<file path="config.mk">
export PLATFORM = sky130hd
export DESIGN_NAME = tdm_demux4
export DESIGN_NICKNAME = d
export VERILOG_FILES = /design/src/rtl/tdm_pkg.sv /design/src/rtl/tdm_slot_decoder.sv /design/src/rtl/tdm_demux4.sv
export SDC_FILE = /design/constraint.sdc
export NUM_CORES = 1
export LEC_CHECK = 0
export ABC_AREA = 0
export ABC_CLOCK_PERIOD_IN_PS = 4000
export CAP_MARGIN = 20
export CORE_UTILIZATION = 52
export CTS_CLUSTER_DIAMETER = 30
export CTS_CLUSTER_SIZE = 10
export DETAILED_ROUTE_END_ITERATION = 8
export MAX_ROUTING_LAYER = met4
export PLACE_DENSITY_LB_ADDON = 0.05
export SETUP_SLACK_MARGIN = 0.1
export SLEW_MARGIN = 5
export SYNTH_ARGS = -nofsm -noshare
export SYNTH_HDL_FRONTEND = slang
export SYNTH_SLANG_ARGS = --single-unit
</file>
<file path="constraint.sdc">
create_clock -name Clock -period 4 [get_ports Clock]
set_input_delay 0.6 -clock Clock [delete_from_list [all_inputs] [get_ports Clock]]
set_output_delay 0.6 -clock Clock [all_outputs]
set_load 0.005 [all_outputs]
</file>
<file path="src/rtl/tdm_pkg.sv">
// Shared definitions for the 4-slot serial TDM link (transmit mux and receive demux).
// slot_to_chan lives here so both ends of the link use one mapping.
package tdm_pkg;

  localparam int NUM_SLOTS = 4;
  localparam int SLOT_W    = 2;

  typedef enum logic {
    IDLE = 1'b0,
    RUN  = 1'b1
  } state_t;

  // Slot s on the wire carries channel 3-s.
  function automatic logic [SLOT_W-1:0] slot_to_chan(input logic [SLOT_W-1:0] s);
    return SLOT_W'(NUM_SLOTS - 1) - s;
  endfunction

endpackage

</file>
<file path="src/rtl/tdm_slot_decoder.sv">
// One-hot shift-enable decoder: selects the channel register fed by the current slot.
// Outputs are already in channel order (slot s enables channel 3-s).
module tdm_slot_decoder
  import tdm_pkg::*;
(
  input  logic [SLOT_W-1:0]    slot,
  input  logic                 en,
  output logic [NUM_SLOTS-1:0] shift_en
);

  logic [SLOT_W-1:0] chan;

  assign chan = slot_to_chan(slot);

  generate
    for (genvar gi = 0; gi < NUM_SLOTS; gi++) begin : g_dec
      assign shift_en[gi] = en && (chan == SLOT_W'(gi));
    end
  endgenerate

endmodule

</file>
<file path="src/rtl/tdm_demux4.sv">
// Serial 4-slot TDM demultiplexer: steers each bit into its channel shift register and
// publishes all four words together after WIDTH frames.
module tdm_demux4
  import tdm_pkg::*;
#(
  parameter int WIDTH = 8
) (
  input  logic             Clock,
  input  logic             Resetn,
  input  logic             En,
  input  logic             Sync,
  input  logic             w,
  output logic [WIDTH-1:0] Q0,
  output logic [WIDTH-1:0] Q1,
  output logic [WIDTH-1:0] Q2,
  output logic [WIDTH-1:0] Q3,
  output logic             Valid,
  output logic             SyncErr,
  output logic             Busy
);

  localparam int FRAME_W = (WIDTH > 2) ? $clog2(WIDTH) : 1;
  localparam logic [FRAME_W-1:0] LAST_FRAME = FRAME_W'(WIDTH - 1);
  localparam logic [SLOT_W-1:0]  LAST_SLOT  = SLOT_W'(NUM_SLOTS - 1);

  state_t              state_reg, state_next;
  logic [SLOT_W-1:0]   slot_reg, slot_next;
  logic [FRAME_W-1:0]  frame_reg, frame_next;
  logic [WIDTH-1:0]    sr_reg  [NUM_SLOTS];
  logic [WIDTH-1:0]    sr_next [NUM_SLOTS];
  logic [WIDTH-1:0]    sr_base [NUM_SLOTS];
  logic [WIDTH-1:0]    q_reg   [NUM_SLOTS];
  logic [WIDTH-1:0]    q_next  [NUM_SLOTS];
  logic                valid_reg, valid_next;
  logic                sync_err_reg, sync_err_next;
  logic                busy_reg, busy_next;

  logic                 sampling;
  logic                 resync;
  logic                 publish;
  logic [SLOT_W-1:0]    dec_slot;
  logic [NUM_SLOTS-1:0] shift_en;

  // A Sync that starts a group: the first one from IDLE, or a misaligned one in RUN.
  // Either way the current bit becomes slot 0 of frame 0 on cleared registers.
  assign resync   = En && Sync && ((state_reg == IDLE) || (slot_reg != '0));
  assign sampling = En && ((state_reg == RUN) || Sync);
  assign dec_slot = resync ? '0 : slot_reg;
  assign publish  = En && (state_reg == RUN) && !resync &&
                    (slot_reg == LAST_SLOT) && (frame_reg == LAST_FRAME);

  tdm_slot_decoder u_dec (
    .slot     (dec_slot),
    .en       (sampling),
    .shift_en (shift_en)
  );

  generate
    for (genvar gi = 0; gi < NUM_SLOTS; gi++) begin : g_chan
      assign sr_base[gi] = resync ? '0 : sr_reg[gi];

      always_comb begin
        sr_next[gi] = sr_base[gi];
        if (shift_en[gi]) begin
          sr_next[gi] = {sr_base[gi][WIDTH-2:0], w};
        end
      end

      // The publishing edge's own bit is already in sr_next.
      always_comb begin
        q_next[gi] = q_reg[gi];
        if (publish) begin
          q_next[gi] = sr_next[gi];
        end
      end
    end
  endgenerate

  always_ff @(posedge Clock) begin
    if (!Resetn) begin
      state_reg    <= IDLE;
      slot_reg     <= '0;
      frame_reg    <= '0;
      valid_reg    <= 1'b0;
      sync_err_reg <= 1'b0;
      busy_reg     <= 1'b0;
      for (int i = 0; i < NUM_SLOTS; i++) begin
        sr_reg[i] <= '0;
        q_reg[i]  <= '0;
      end
    end else begin
      state_reg    <= state_next;
      slot_reg     <= slot_next;
      frame_reg    <= frame_next;
      valid_reg    <= valid_next;
      sync_err_reg <= sync_err_next;
      busy_reg     <= busy_next;
      for (int i = 0; i < NUM_SLOTS; i++) begin
        sr_reg[i] <= sr_next[i];
        q_reg[i]  <= q_next[i];
      end
    end
  end

  always_comb begin
    state_next = state_reg;
    slot_next  = slot_reg;
    frame_next = frame_reg;
    if (En) begin
      if (resync) begin
        state_next = RUN;
        slot_next  = SLOT_W'(1);
        frame_next = '0;
      end else if (state_reg == RUN) begin
        // The 2-bit slot counter wraps 3->0 by itself, which also covers publication.
        slot_next = slot_reg + SLOT_W'(1);
        if (slot_reg == LAST_SLOT) begin
          frame_next = (frame_reg == LAST_FRAME) ? '0 : frame_reg + FRAME_W'(1);
        end
      end
    end
  end

  always_comb begin
    valid_next    = publish;
    sync_err_next = resync && (state_reg == RUN);
    busy_next     = (state_next == RUN);
  end

  assign Q0      = q_reg[0];
  assign Q1      = q_reg[1];
  assign Q2      = q_reg[2];
  assign Q3      = q_reg[3];
  assign Valid   = valid_reg;
  assign SyncErr = sync_err_reg;
  assign Busy    = busy_reg;

endmodule

</file>
After elaboration in Yosys (flattened, before gate mapping) --
Memory sizes are Yosys's and may differ from the RTL's. Index checks and enable logic that the tools add are counted.
Word-level totals: flip-flop bits (word level) 8, memory bits (writable) 64, word-level logic and storage cells 75, memories 2
Cells by class: add/subtract/negate cells 3, equal/unequal tests 5, multiplexer cells 29, bitwise gates (word level) 9, reduce and logical (&&, ||, !) cells 22
Memories:
- q_reg | depth 4, width 8, read ports 4, clocked after memory_dff 0, write ports 4, line tdm_demux4.sv:32 | logic [WIDTH-1:0] q_reg [NUM_SLOTS];
- sr_reg | depth 4, width 8, read ports 4, clocked after memory_dff 0, write ports 4, line tdm_demux4.sv:29 | logic [WIDTH-1:0] sr_reg [NUM_SLOTS];
Operators by type and width (count):
- 2-to-1 mux 8 bit | 20
- logical AND 1 bit | 12
- 2-to-1 mux 3 bit | 4
- OR 1 bit | 8
- equality test 2 bit, second input constant | 3
- 2-to-1 mux 2 bit | 3
- nonzero test 2 bit | 3
- AND reduction 2 bit | 2
- adder 3 x 1 -> 3 bit, second input constant | 1
- equality test 3 bit, second input constant | 1
- AND reduction 3 bit | 1
- adder 2 x 1 -> 2 bit, second input constant | 1
- equality test 2 x 1 -> 1 bit, second input constant | 1
- logical NOT 2 bit | 1
- logical OR 1 bit | 2
- 2-to-1 mux 1 bit | 2
- subtractor 2 bit, first input constant | 1
- logical NOT 1 bit | 1
- inverter 1 bit | 1

Logic depth before layout (Yosys ltp) --
word-level depth 10, depth in mapped cells 8

Modules after synthesis --
From an unflattened synthesis, not the netlist that was laid out.
Second synthesis, totals: cell total of the unflattened synthesis 272, area, all modules 2885.3 µm²
Modules (own cells, without submodules):
- tdm_demux4 | instances 1, cells an instance 268, area an instance 2847.7 µm², seq. area each 1441.4 µm²
- tdm_slot_decoder | instances 1, cells an instance 4, area an instance 37.5 µm², seq. area each 0.0 µm²

Worst setup path before layout --
No wires, ideal clock.
kind reg-to-reg, start register slot_reg[0], end memory q_reg[1][7], setup time 125 ps, data arrival time 1575 ps, required time 3875 ps, path slack 2299 ps, cell stages (with the launch flop) 9, clock period less this slack 1701 ps, cell sequence dfxtp_1 > inv_2 > ha_1 > and2b_1 > nor3_2 > buf_4 > buf_4 > o21ai_0 > a31oi_1
RTL lines:
- from (decl) | line tdm_demux4.sv:27 | logic [SLOT_W-1:0] slot_reg, slot_next;
- from (signal assigned) | line tdm_demux4.sv:93 | slot_reg <= slot_next;
- to (decl) | line tdm_demux4.sv:32

==> metrics.md <==
| Metric | Value |
|---|---|
| Largest net degree at the start of global routing | 63 |
| Cts hold-fix bufs | 0 |
| Slew Limit Fails | 0 |
| Fin area | 3300 sq um |
| Max-Cap Viols | 0 |
| Max_slew headroom | 0.645 |
| Cell area after synthesis | 2710 sq um |
| DRT iter0 DRCs | between 100 and 150 |
| Synth top area share | 0.531 |
| Final Hold Viols | 0 |
| CP Cell Sequence | clkdlybuf4s50_1 -> nand2_2 -> nor3_4 -> buf_4 -> o21ai_0 -> a21oi_1 |
| Vias in the first global route | roughly 1.9k |
| Placed Area | 3120 sq um |
| CTS Sinks | 72 |
| Crit. End Element | flip-flop |
| WL final | 5.22 mm |
| Hold EP | frame_reg[1] |
| CTS clk-pin slew, worst paths | 0.06 ns |
| Gpl congestion | roughly 0.8 |
| Total grt overflow | 0 |
| Final setup viols | 0 |
| Worst EP arrival | 2.45 ns |
| Top FF cell, synth | dfxtp_1 |
| Most frequent cells after synthesis | dfxtp_1 (72), nand2_1 (32), o21ai_0 (31) |
| Reg-to-Reg End | q_reg[3][5] |
| Mapped Nets | 299 |
| Clk buf depth | 2 |
| Library cells used by synthesis | 29 |
| Setup crit start kind | input pin |
| RSZ-0062 raised after global routing | false |
| Critical path required time | 4.26 ns |
| Power Density | 395 nW/um^2 |
| Synth Area per Inst | 9.36 sq um |
| Root Driver | clkbuf_8 |
| Setup ws final | 1.81 ns |
| Cell accounting for the most synthesized area | dfxtp_1 |
| GRT Resource Usage Total | 0.211 |
| Drc violations | 0 |
| Setup slack, reg-to-reg | 1.85 ns |
| Synth top area cells | dfxtp_1 (53%), a21boi_1 (5.8%), a31oi_1 (5.8%) |
| Reg-to-Reg Start | slot_reg[0] |
| Io pins | 40 |
| Hold Path Cell Cnt | 2 |
| Fin crit share | 0.548 |
| Layout net count | 334 |
| Syn-to-layout area delta | 21.7% |
| Inserted Diodes | 0 |
| Layout cell share with drive strength beyond 1 | 0.0703 |
| Critical Path Fanout Max | 62 |
| Drt first pass iters | 4 |
| Clock buffer count from CTS | 9 |
| Hpwl dp | 3.20 mm |
| First-pass GRT wire length | 8.54 mm |
| # rows | 25 |
| Initial Utilization | 0.556 |
| DR WL/cell | 13.2 um |
| Lkg Pwr | 1.17 nW |
| Clock latency on the worst-skew pair | 0.34 ns |
| Min-Delay Path Class | flip-flop to flip-flop |
| Die Ht | approximately 74 um |
| Min Tclk post-route | 2.19 ns |
| Core area | 4880 sq um |
| Warnings, synthesis | 0 |
| DIE AREA | 5510 sq um |
| Total negative slack | 0 ns |
| Port bufs | 39 |
| Initial antenna violation count | 0 |
| Post CTS Setup Buffer Count | 0 |
| EDFF count, synth | 0 |
| Vias | 2139 |
| Number of synthesized register bits | 72 |
| Ys async rst share | 0 |
| Slew @ Worst Pin | 0.532 ns |
| Most common cell in the netlist | dfxtp_1 |
| Worst setup path category | input pin to flip-flop |
| Worst path slowest cell | clkdlybuf4s50_1 |
| Fmax | 456 MHz |
| Worst R2R Path Depth | 7 |
| Die Wd | 74.2 um |
| CTS tree | built |
| Post-synthesis sequential area ratio | 0.531 |
| Post_cts resized | 0 |
| Worst Clk Skew | 0.00371 ns |
| Peak VDD IR | 0.000231 V |
| Crit path largest cell delay | 0.59 ns |
| Routed vias/inst | 5.43 |
| Min-Delay Startpoint | frame_reg[1] |
| Syn Inst Count | 290 |
| Setup WS pre-CTS | 1.49 ns |
| H-tree levels | 3 |
| Number of routed nets with antenna violations | 0 |
| Status | finished clean |
==> worst max-delay path: cells and delay by family <==
kind                   cells  cell delay, ns
AOI/OAI and AO/OA          2            0.33
buffers and inverters      2            1.09
and+or+nand+nor            2            0.42
==> logic make-up after synthesis <==
group	Yosys count	share of synthesized area
AND/OR/NAND/NOR	87	0.164
AO/OA/AOI/OAI	98	0.217
multiplexers	8	0.0295
flip-flops	72	0.531
adder cells (fa/ha/maj)	4	0.0184
buffers and inverters	21	0.0396
==> layout make-up <==
type                       count  area (sq um)
sequential                    72          1440
inverter                       2          7.51
timing repair buffer          43           420
clock buffer                  13           179
multi-input combinational    197          1170
tap                           67          83.8
fill                         425          1580
==> metrics by stage <==
| step | hold WS, ns | instances | power, mW | util |
|---|---|---|---|---|
| final | 0.460 | 394 | 1.30 | 0.677 |
| after global routing | 0.492 | 394 | 1.35 | 0.677 |
| after CTS | 0.463 | 394 | 1.31 | 0.677 |
| after detailed placement | 0.454 | 381 | 0.796 | 0.640 |
| after global placement | 0.450 | 381 | 0.796 | 0.640 |
| after floorplan | 0.437 | 290 | 0.780 | - |
==> worst max path at each step <==
stage	start	endpoint	slack [ns]	depth (start not counted)
4_1_cts	En	q_reg[3][5]	1.83	6
6_report	En	q_reg[3][5]	1.81	6
2_1_floorplan	slot_reg[0]	q_reg[1][7]	2.30	8
5_1_grt	En	q_reg[1][6]	1.59	6
3_3_place_gp	En	q_reg[1][6]	1.54	6
3_5_place_dp	Sync	q_reg[1][2]	1.49	6
==> where the power goes <==
group          switching, mW  total, mW  internal (mW)
Sequential           0.00477      0.725          0.720
Clock                  0.242      0.524          0.283
Combinational         0.0340     0.0557         0.0218
Total                  0.280       1.30           1.02
==> layout by cell type (no fill, tap or decap) <==
master / count
nor2b_1: 3
and3_1: 1
nor4_4: 2
nand2_1: 32
clkdlybuf4s50_1: 39
o21ai_1: 2
mux2i_1: 8
o21a_1: 3
buf_4: 4
inv_2: 2
nand3_1: 27
a21oi_1: 13
or3_1: 1
o21ai_0: 31
nor2_1: 10
nand2b_1: 1
dfxtp_1: 72
a31oi_1: 25
and2b_1: 1
a21boi_1: 21
and2_1: 3
nand4bb_1: 1
nand4_1: 2
nand2_2: 1
clkbuf_8: 13
a21boi_0: 3
nor3_4: 1
ha_1: 4
or2_1: 1
==> routing by layer <==
metal  track usage  up-vias  share of wire
met1         0.266      982           0.50
met4         0.119        0          0.024
met3        0.0366       11          0.036
met2         0.321       41           0.44
li1              -     1105              -
met5             -        -              0
Power figures use the tool's default switching activity.
